File: src/rtl/dffram_rr_arbiter.sv
// dffram_rr_arbiter: two-port round-robin arbiter/sequencer in front of a
// single-port (1RW) DFFRAM macro with byte write enables.
// Optional feature macro: DFFRAM_ARB_LOCK_EN (adds p0_lock/p1_lock, lets an
// accepted port own the RAM until it issues an unlocked beat).
// Read data returns RD_LAT cycles after the command edge, steered by a tag
// pipeline that remembers which port issued each in-flight read.
module dffram_rr_arbiter #(
    parameter int AW     = 5,
    parameter int WSIZE  = 4,
    parameter int RD_LAT = 1
) (
    input  logic                 CLK,
    input  logic                 RST,
    // port 0
    input  logic                 p0_valid,
    output logic                 p0_ready,
    input  logic [WSIZE-1:0]     p0_we,
    input  logic [AW-1:0]        p0_addr,
    input  logic [8*WSIZE-1:0]   p0_di,
    output logic                 p0_rvalid,
    output logic [8*WSIZE-1:0]   p0_rdata,
    // port 1
    input  logic                 p1_valid,
    output logic                 p1_ready,
    input  logic [WSIZE-1:0]     p1_we,
    input  logic [AW-1:0]        p1_addr,
    input  logic [8*WSIZE-1:0]   p1_di,
    output logic                 p1_rvalid,
    output logic [8*WSIZE-1:0]   p1_rdata,
`ifdef DFFRAM_ARB_LOCK_EN
    // bus lock requests, sampled with each accepted beat
    input  logic                 p0_lock,
    input  logic                 p1_lock,
`endif
    // RAM macro command/data
    output logic                 ram_en,
    output logic [WSIZE-1:0]     ram_we,
    output logic [AW-1:0]        ram_a,
    output logic [8*WSIZE-1:0]   ram_di,
    input  logic [8*WSIZE-1:0]   ram_do
);

    localparam int DW = 8 * WSIZE;
    // Tag stage 0 is written at the command edge; stage RD_LAT lines up with
    // the cycle in which ram_do carries that command's data.
    localparam int TD = RD_LAT + 1;

    // ------------------------------------------------------------------
    // State
    // ------------------------------------------------------------------
    logic                 r_last_grant;   // 1 = port 1 was granted last
    logic                 r_ram_en;
    logic [WSIZE-1:0]     r_ram_we;
    logic [AW-1:0]        r_ram_a;
    logic [DW-1:0]        r_ram_di;
    logic                 r_tag_vld  [TD];
    logic                 r_tag_port [TD];

    // ------------------------------------------------------------------
    // Combinational nets
    // ------------------------------------------------------------------
    logic                 w_rr0;
    logic                 w_rr1;
    logic                 w_grant0;
    logic                 w_grant1;
    logic                 w_accept;
    logic                 w_port;
    logic [WSIZE-1:0]     w_sel_we;
    logic [AW-1:0]        w_sel_addr;
    logic [DW-1:0]        w_sel_di;
    logic                 w_is_read;
    logic                 w_out_vld;
    logic                 w_out_port;

`ifdef DFFRAM_ARB_LOCK_EN
    typedef enum logic [1:0] {
        LK_FREE = 2'd0,
        LK_OWN0 = 2'd1,
        LK_OWN1 = 2'd2
    } lk_state_t;

    lk_state_t            r_lk_state;
    lk_state_t            w_lk_next;
    logic                 w_sel_lock;
`endif

    // Plain round-robin choice: a lone requester wins, a tie goes to the
    // port that was not granted last.
    always_comb begin
        w_rr0 = p0_valid && (!p1_valid || r_last_grant);
        w_rr1 = p1_valid && (!p0_valid || !r_last_grant);
    end

    // Final grant; nothing is granted while reset is held, and under a lock
    // only the owner may be granted (and only when it is requesting).
    always_comb begin
        w_grant0 = 1'b0;
        w_grant1 = 1'b0;
        if (!RST) begin
`ifdef DFFRAM_ARB_LOCK_EN
            case (r_lk_state)
                LK_OWN0: w_grant0 = p0_valid;
                LK_OWN1: w_grant1 = p1_valid;
                default: begin
                    w_grant0 = w_rr0;
                    w_grant1 = w_rr1;
                end
            endcase
`else
            w_grant0 = w_rr0;
            w_grant1 = w_rr1;
`endif
        end
    end

    // Select the winning request's payload.
    always_comb begin
        w_accept   = w_grant0 | w_grant1;
        w_port     = w_grant1;
        w_sel_we   = w_port ? p1_we   : p0_we;
        w_sel_addr = w_port ? p1_addr : p0_addr;
        w_sel_di   = w_port ? p1_di   : p0_di;
        w_is_read  = (w_sel_we == '0);
    end

    assign p0_ready = w_grant0;
    assign p1_ready = w_grant1;

    // Register the RAM command; address/data hold when idle, enables drop.
    always_ff @(posedge CLK or posedge RST) begin
        if (RST) begin
            r_ram_en     <= 1'b0;
            r_ram_we     <= '0;
            r_ram_a      <= '0;
            r_ram_di     <= '0;
            r_last_grant <= 1'b1;
        end else if (w_accept) begin
            r_ram_en     <= 1'b1;
            r_ram_we     <= w_sel_we;
            r_ram_a      <= w_sel_addr;
            r_ram_di     <= w_sel_di;
            r_last_grant <= w_port;
        end else begin
            r_ram_en     <= 1'b0;
            r_ram_we     <= '0;
        end
    end

    assign ram_en = r_ram_en;
    assign ram_we = r_ram_we;
    assign ram_a  = r_ram_a;
    assign ram_di = r_ram_di;

    // In-flight tag pipeline: stage 0 captures {read?, port} of the accepted
    // beat, later stages shift it along so it exits when ram_do is valid.
    // Reset empties it, so reads in flight at reset never produce rvalid.
    generate
        for (genvar gi = 0; gi < TD; gi++) begin : g_tag
            if (gi == 0) begin : g_head
                // Capture the tag of the beat being accepted this edge.
                always_ff @(posedge CLK or posedge RST) begin
                    if (RST) begin
                        r_tag_vld[gi]  <= 1'b0;
                        r_tag_port[gi] <= 1'b0;
                    end else begin
                        r_tag_vld[gi]  <= w_accept & w_is_read;
                        r_tag_port[gi] <= w_port;
                    end
                end
            end else begin : g_shift
                // Advance the tag one stage per clock.
                always_ff @(posedge CLK or posedge RST) begin
                    if (RST) begin
                        r_tag_vld[gi]  <= 1'b0;
                        r_tag_port[gi] <= 1'b0;
                    end else begin
                        r_tag_vld[gi]  <= r_tag_vld[gi-1];
                        r_tag_port[gi] <= r_tag_port[gi-1];
                    end
                end
            end
        end
    endgenerate

    // Steer ram_do to the port named by the exiting tag; data is zeroed
    // whenever that port has no response this cycle.
    always_comb begin
        w_out_vld  = r_tag_vld[RD_LAT];
        w_out_port = r_tag_port[RD_LAT];
        p0_rvalid  = w_out_vld & ~w_out_port;
        p1_rvalid  = w_out_vld &  w_out_port;
        p0_rdata   = p0_rvalid ? ram_do : '0;
        p1_rdata   = p1_rvalid ? ram_do : '0;
    end

`ifdef DFFRAM_ARB_LOCK_EN
    // Lock ownership register.
    always_ff @(posedge CLK or posedge RST) begin
        if (RST) begin
            r_lk_state <= LK_FREE;
        end else begin
            r_lk_state <= w_lk_next;
        end
    end

    // Every accepted beat decides ownership: lock=1 makes the accepted port
    // the owner, lock=0 releases the arbiter. Idle cycles keep the state.
    always_comb begin
        w_lk_next  = r_lk_state;
        w_sel_lock = w_port ? p1_lock : p0_lock;
        if (w_accept) begin
            if (w_sel_lock) begin
                w_lk_next = w_port ? LK_OWN1 : LK_OWN0;
            end else begin
                w_lk_next = LK_FREE;
            end
        end
    end
`endif

endmodule

File: config.mk
export PLATFORM = sky130hd
export DESIGN_NAME = dffram_rr_arbiter
export DESIGN_NICKNAME = d
export VERILOG_FILES = /design/src/rtl/dffram_rr_arbiter.sv
export SDC_FILE = /design/constraint.sdc
export NUM_CORES = 1
export LEC_CHECK = 0
export CORE_MARGIN = 3
export CORE_UTILIZATION = 29
export CTS_CLUSTER_DIAMETER = 60
export DETAILED_ROUTE_END_ITERATION = 16
export GPL_ROUTABILITY_DRIVEN = 0
export HOLD_SLACK_MARGIN = 0.05
export PLACE_DENSITY = 0.76
export SYNTH_ARGS = -nofsm -noshare
export SYNTH_HDL_FRONTEND = slang
export SYNTH_SLANG_ARGS = --single-unit
File: constraint.sdc
create_clock -name CLK -period 1.99 [get_ports CLK]
set_input_delay 0.398 -clock CLK [delete_from_list [all_inputs] [get_ports CLK]]
set_output_delay 0.398 -clock CLK [all_outputs]
set_load 0.02 [all_outputs]
==> results.md <==
- Worst-case headroom to the max-slew limit: 57.6%
- Required time at the endpoint of the critical path: 1.59 ns
- Initial standard-cell utilization of the core: 30.6%
- Root buffer cell: clkbuf_8
- CP peak stage delay: 0.47 ns
- Maximum number of buffers from clock root to sink: 2
- Portion of synthesized cell area occupied by the leading cell type: 42.4%
- # fillers: 834
- Drt first-iter violations: 93
- Area contributors post-synth: dfrtp_1 (42%), a31oi_1 (8.5%), and2_1 (7.8%), nand3_1 (7.7%), and3_1 (7.6%)
- Per-cell via count in the routed design: 5.04
- Residual overflow from global routing: 0
- Kind of critical path: primary input to primary output
- Critical path arrival: 1.52 ns
- Die Height: 103 um
- Combined buffer and inverter count along the critical path: 4
- Hold depth: 0
- Worst Hold Endpoint: w_out_port
- Number of buffers added to fix hold violations after cts: 0
- Total routing resource utilization after global routing: 19.7%
- Cell taking the most area after synthesis: dfrtp_1
- Unrepaired setup endpoints after global routing: no
- Overall die area: 10600 um^2
- Worst Tran Pin Value: 0.636 ns
- Latest clock arrival within the worst-skew pair: 0.30 ns
- Critical path capture point type: primary output
- CP max-delay cell: clkdlybuf4s50_1
- TritonCTS sink count: 47
- Detailed placement HPWL: 8.32 mm
- Number of clock buffers inserted by TritonCTS: 5
- Multi-input combinational cell area: 1320 um^2
- Pre-antenna DRT Iters: 5
- Worst R2R Path Depth: 4
- Worst hold start: r_tag_port[1]
- Worst reg2reg path startpoint: r_last_grant
- Worst-case setup margin in the final layout: 0.0689 ns
- Setup violations, final: 0
- Via Count: 3284
- Total of buffers placed on input and output ports: 227
- Launching element type of the critical path: primary input
- FF+latch count, synth: 47
- NumNets Final: 661
- Setup Total Neg Slack: 0 ns
- Yosys Warn Count: 0
- Layout cell share with drive strength beyond 1: 11.2%
- Row Count: 34
- Drt wl/cell: 16.9 um
- Count of nets left with antenna violations after detail routing: 0
- Distinct cell type count of the synthesized netlist: 24
- Total routed wirelength: 11.0 mm
- Part of the cycle the worst path needs: 96.5%
- P_leak: 2.30 nW
- Core box area: 8890 um^2
- Number of antenna repair diodes: 0
- Ordered list of cells on the worst path: clkdlybuf4s50_1, buf_4, clkinvlp_4, and3_1, dlygate4sd2_1
- Initial antenna violation count: 0
- Wire length of the first global-routing pass: 16.4 mm
- Post-synthesis cell area: 2720 um^2
- Final clock skew: 0.00630 ns
- Result of the run: finished, final reports clean
- Largest net degree at the start of global routing: 55
- Clock tree from TritonCTS: done
- Relative area change from synthesis to final layout: 83.9%
- Final count of hold timing violations: 0
- Final worst path period need: 1.92 ns
- Power density over the cells: 560 nW/um^2
- Seq/Total Area, Yosys: 43.3%
- Number of nets produced by synthesis: 445
- Maximum ir drop on the vdd rail: 0.000290 V
- Maximum clock frequency: 521 MHz
- I/O pin total: 228
- Die Span X: 103 um
- Max capacitance violation total: 0
- R2r setup slk: 0.28 ns
- Setup slack at placement: -0.200 ns
- Total number of H-tree levels: 2
- Worst-path clk slew: 0.09 ns
- FF+latch area: 1180 um^2
- Vias in the first global route: 3118
- Cell count after synthesis: 327
- Reg2Reg Capture Point: r_tag_vld[1]
- Post-Syn Area per Cell: 8.31 um^2
- Power after layout: 2.80 mW
- Total DRC errors in the routed layout: 0
- Kind of path behind the tightest hold check: register to register
- Worst path top cell family by delay: buffers and inverters
- Critical path peak fanout: 3
- Number of pins exceeding their max-slew limit in the final report: 0
registers in the layout (all words and copies together), names as in the netlist:
name and count:
ram_di 32, ram_a 5, w_out_vld 1, ram_en 1, w_out_port 1, r_tag_vld 1
ram_we 4, r_last_grant 1, r_tag_port 1
layout by cell type, fill, tap and decap left out:
master           Yosys  layout
nand2b_2             1       1
clkinvlp_4           0       1
nand3b_1             2       2
buf_6                6       2
dfstp_2              1       1
nand2_1              1       1
nand3_1             42      42
clkbuf_2             0      32
dlygate4sd2_1        0      36
a21oi_1              5       5
a221oi_1             1       1
o21ai_2              1       1
nand2b_1             1       1
and3_1              33      33
nor3_1               2       2
o21ai_0             18      18
and2_1              34      34
clkdlybuf4s50_1      0     159
dfrtp_1             46      46
inv_2                1       1
nor2_1              39      39
buf_4                7      10
and2b_1              2       2
clkbuf_8             0       6
o21ai_1             24      24
inv_6                0       1
buf_12               0       5
a31oi_1             37      37
metal layers:
layer,up-vias,global-route usage [%],share of wire (%),wire (um)
li1,1590,-,-,-
met3,8,4.94,8.2,899
met4,0,3.88,0.87,96
met5,-,0,0,0
met2,156,35.5,51,5640
met1,1530,23.8,40,4370
final cells by class:
| class | count | share of cell area [%] |
|---|---|---|
| Clock buffer | 6 | 1.65 |
| Clock inverter | 1 | 0.175 |
| Inverter | 2 | 0.225 |
| Multi-Input combinational cell | 243 | 26.4 |
| Sequential cell | 47 | 23.6 |
| Tap cell | 108 | 2.70 |
| Timing Repair Buffer | 244 | 45.3 |
where the power goes:
group / internal [mW] / leakage [nW] / total [mW] / switching (mW)
sequential: 1.08 / 0.544 / 1.14 / 0.0615
clock: 0.280 / 0.0477 / 0.614 / 0.334
combinational: 0.540 / 1.71 / 1.05 / 0.508
total: 1.90 / 2.30 / 2.80 / 0.903
worst max-delay path by stage:
stage / from / to / slack (ns) / cells after the start
4_1_cts: w_out_port / p0_rdata[14] / -0.0003 / 4
3_5_place_dp: RST / p1_ready / -0.20 / 4
2_1_floorplan: RST / ram_a[3] / 0.03 / 7
6_report: RST / p0_ready / 0.07 / 5
3_3_place_gp: RST / p1_ready / -0.21 / 4
5_1_grt: RST / p0_ready / 0.006 / 5
worst register-to-register path, delay by kind of cell, from the launching register on:
kind,cells,cell delay [ns]
buf+inv,1,0.40
compound gates,2,0.50
flops,1,0.56
simple gates,1,0.15
stage by stage:
| stage | area, um^2 | utilization (%) | instances | hold WS [ns] |
|---|---|---|---|---|
| after global placement | 5100 | 57.4 | 644 | 0.332 |
| after CTS | 5130 | 57.7 | 651 | 0.358 |
| after detailed placement | 5100 | 57.4 | 644 | 0.336 |
| final | 5000 | 56.2 | 651 | 0.355 |
| after global routing | 5000 | 56.2 | 651 | 0.367 |
| after floorplan | 2720 | - | 327 | 0.331 |
Yosys cell counts (all sizes together):
library cell,count
inv,2
a31oi,37
clkbuf,13
and2,34
dfrtp,46
nand2b,2
nand2,1
nand3b,2
a21oi,5
nand3,42
dfstp,1
buf,22
and3,33
and2b,2
nor2,39
o21ai,43
a221oi,1
nor3,2
repair_timing:
item | CTS | global route
setup buffers | 0 | 0
endpoints found under the setup margin | 68 | 32
gates cloned | 0 | 0
resized for setup | 80 | 54
cells by family after synthesis:
logic type             Yosys count  synth area share, %
AOI/OAI and AO/OA               86                 17.8
DFF                             47                 43.3
buffers and inverters           37                 8.15
and+or+nand+nor                157                 30.7
(Power assumes the default switching activity.)
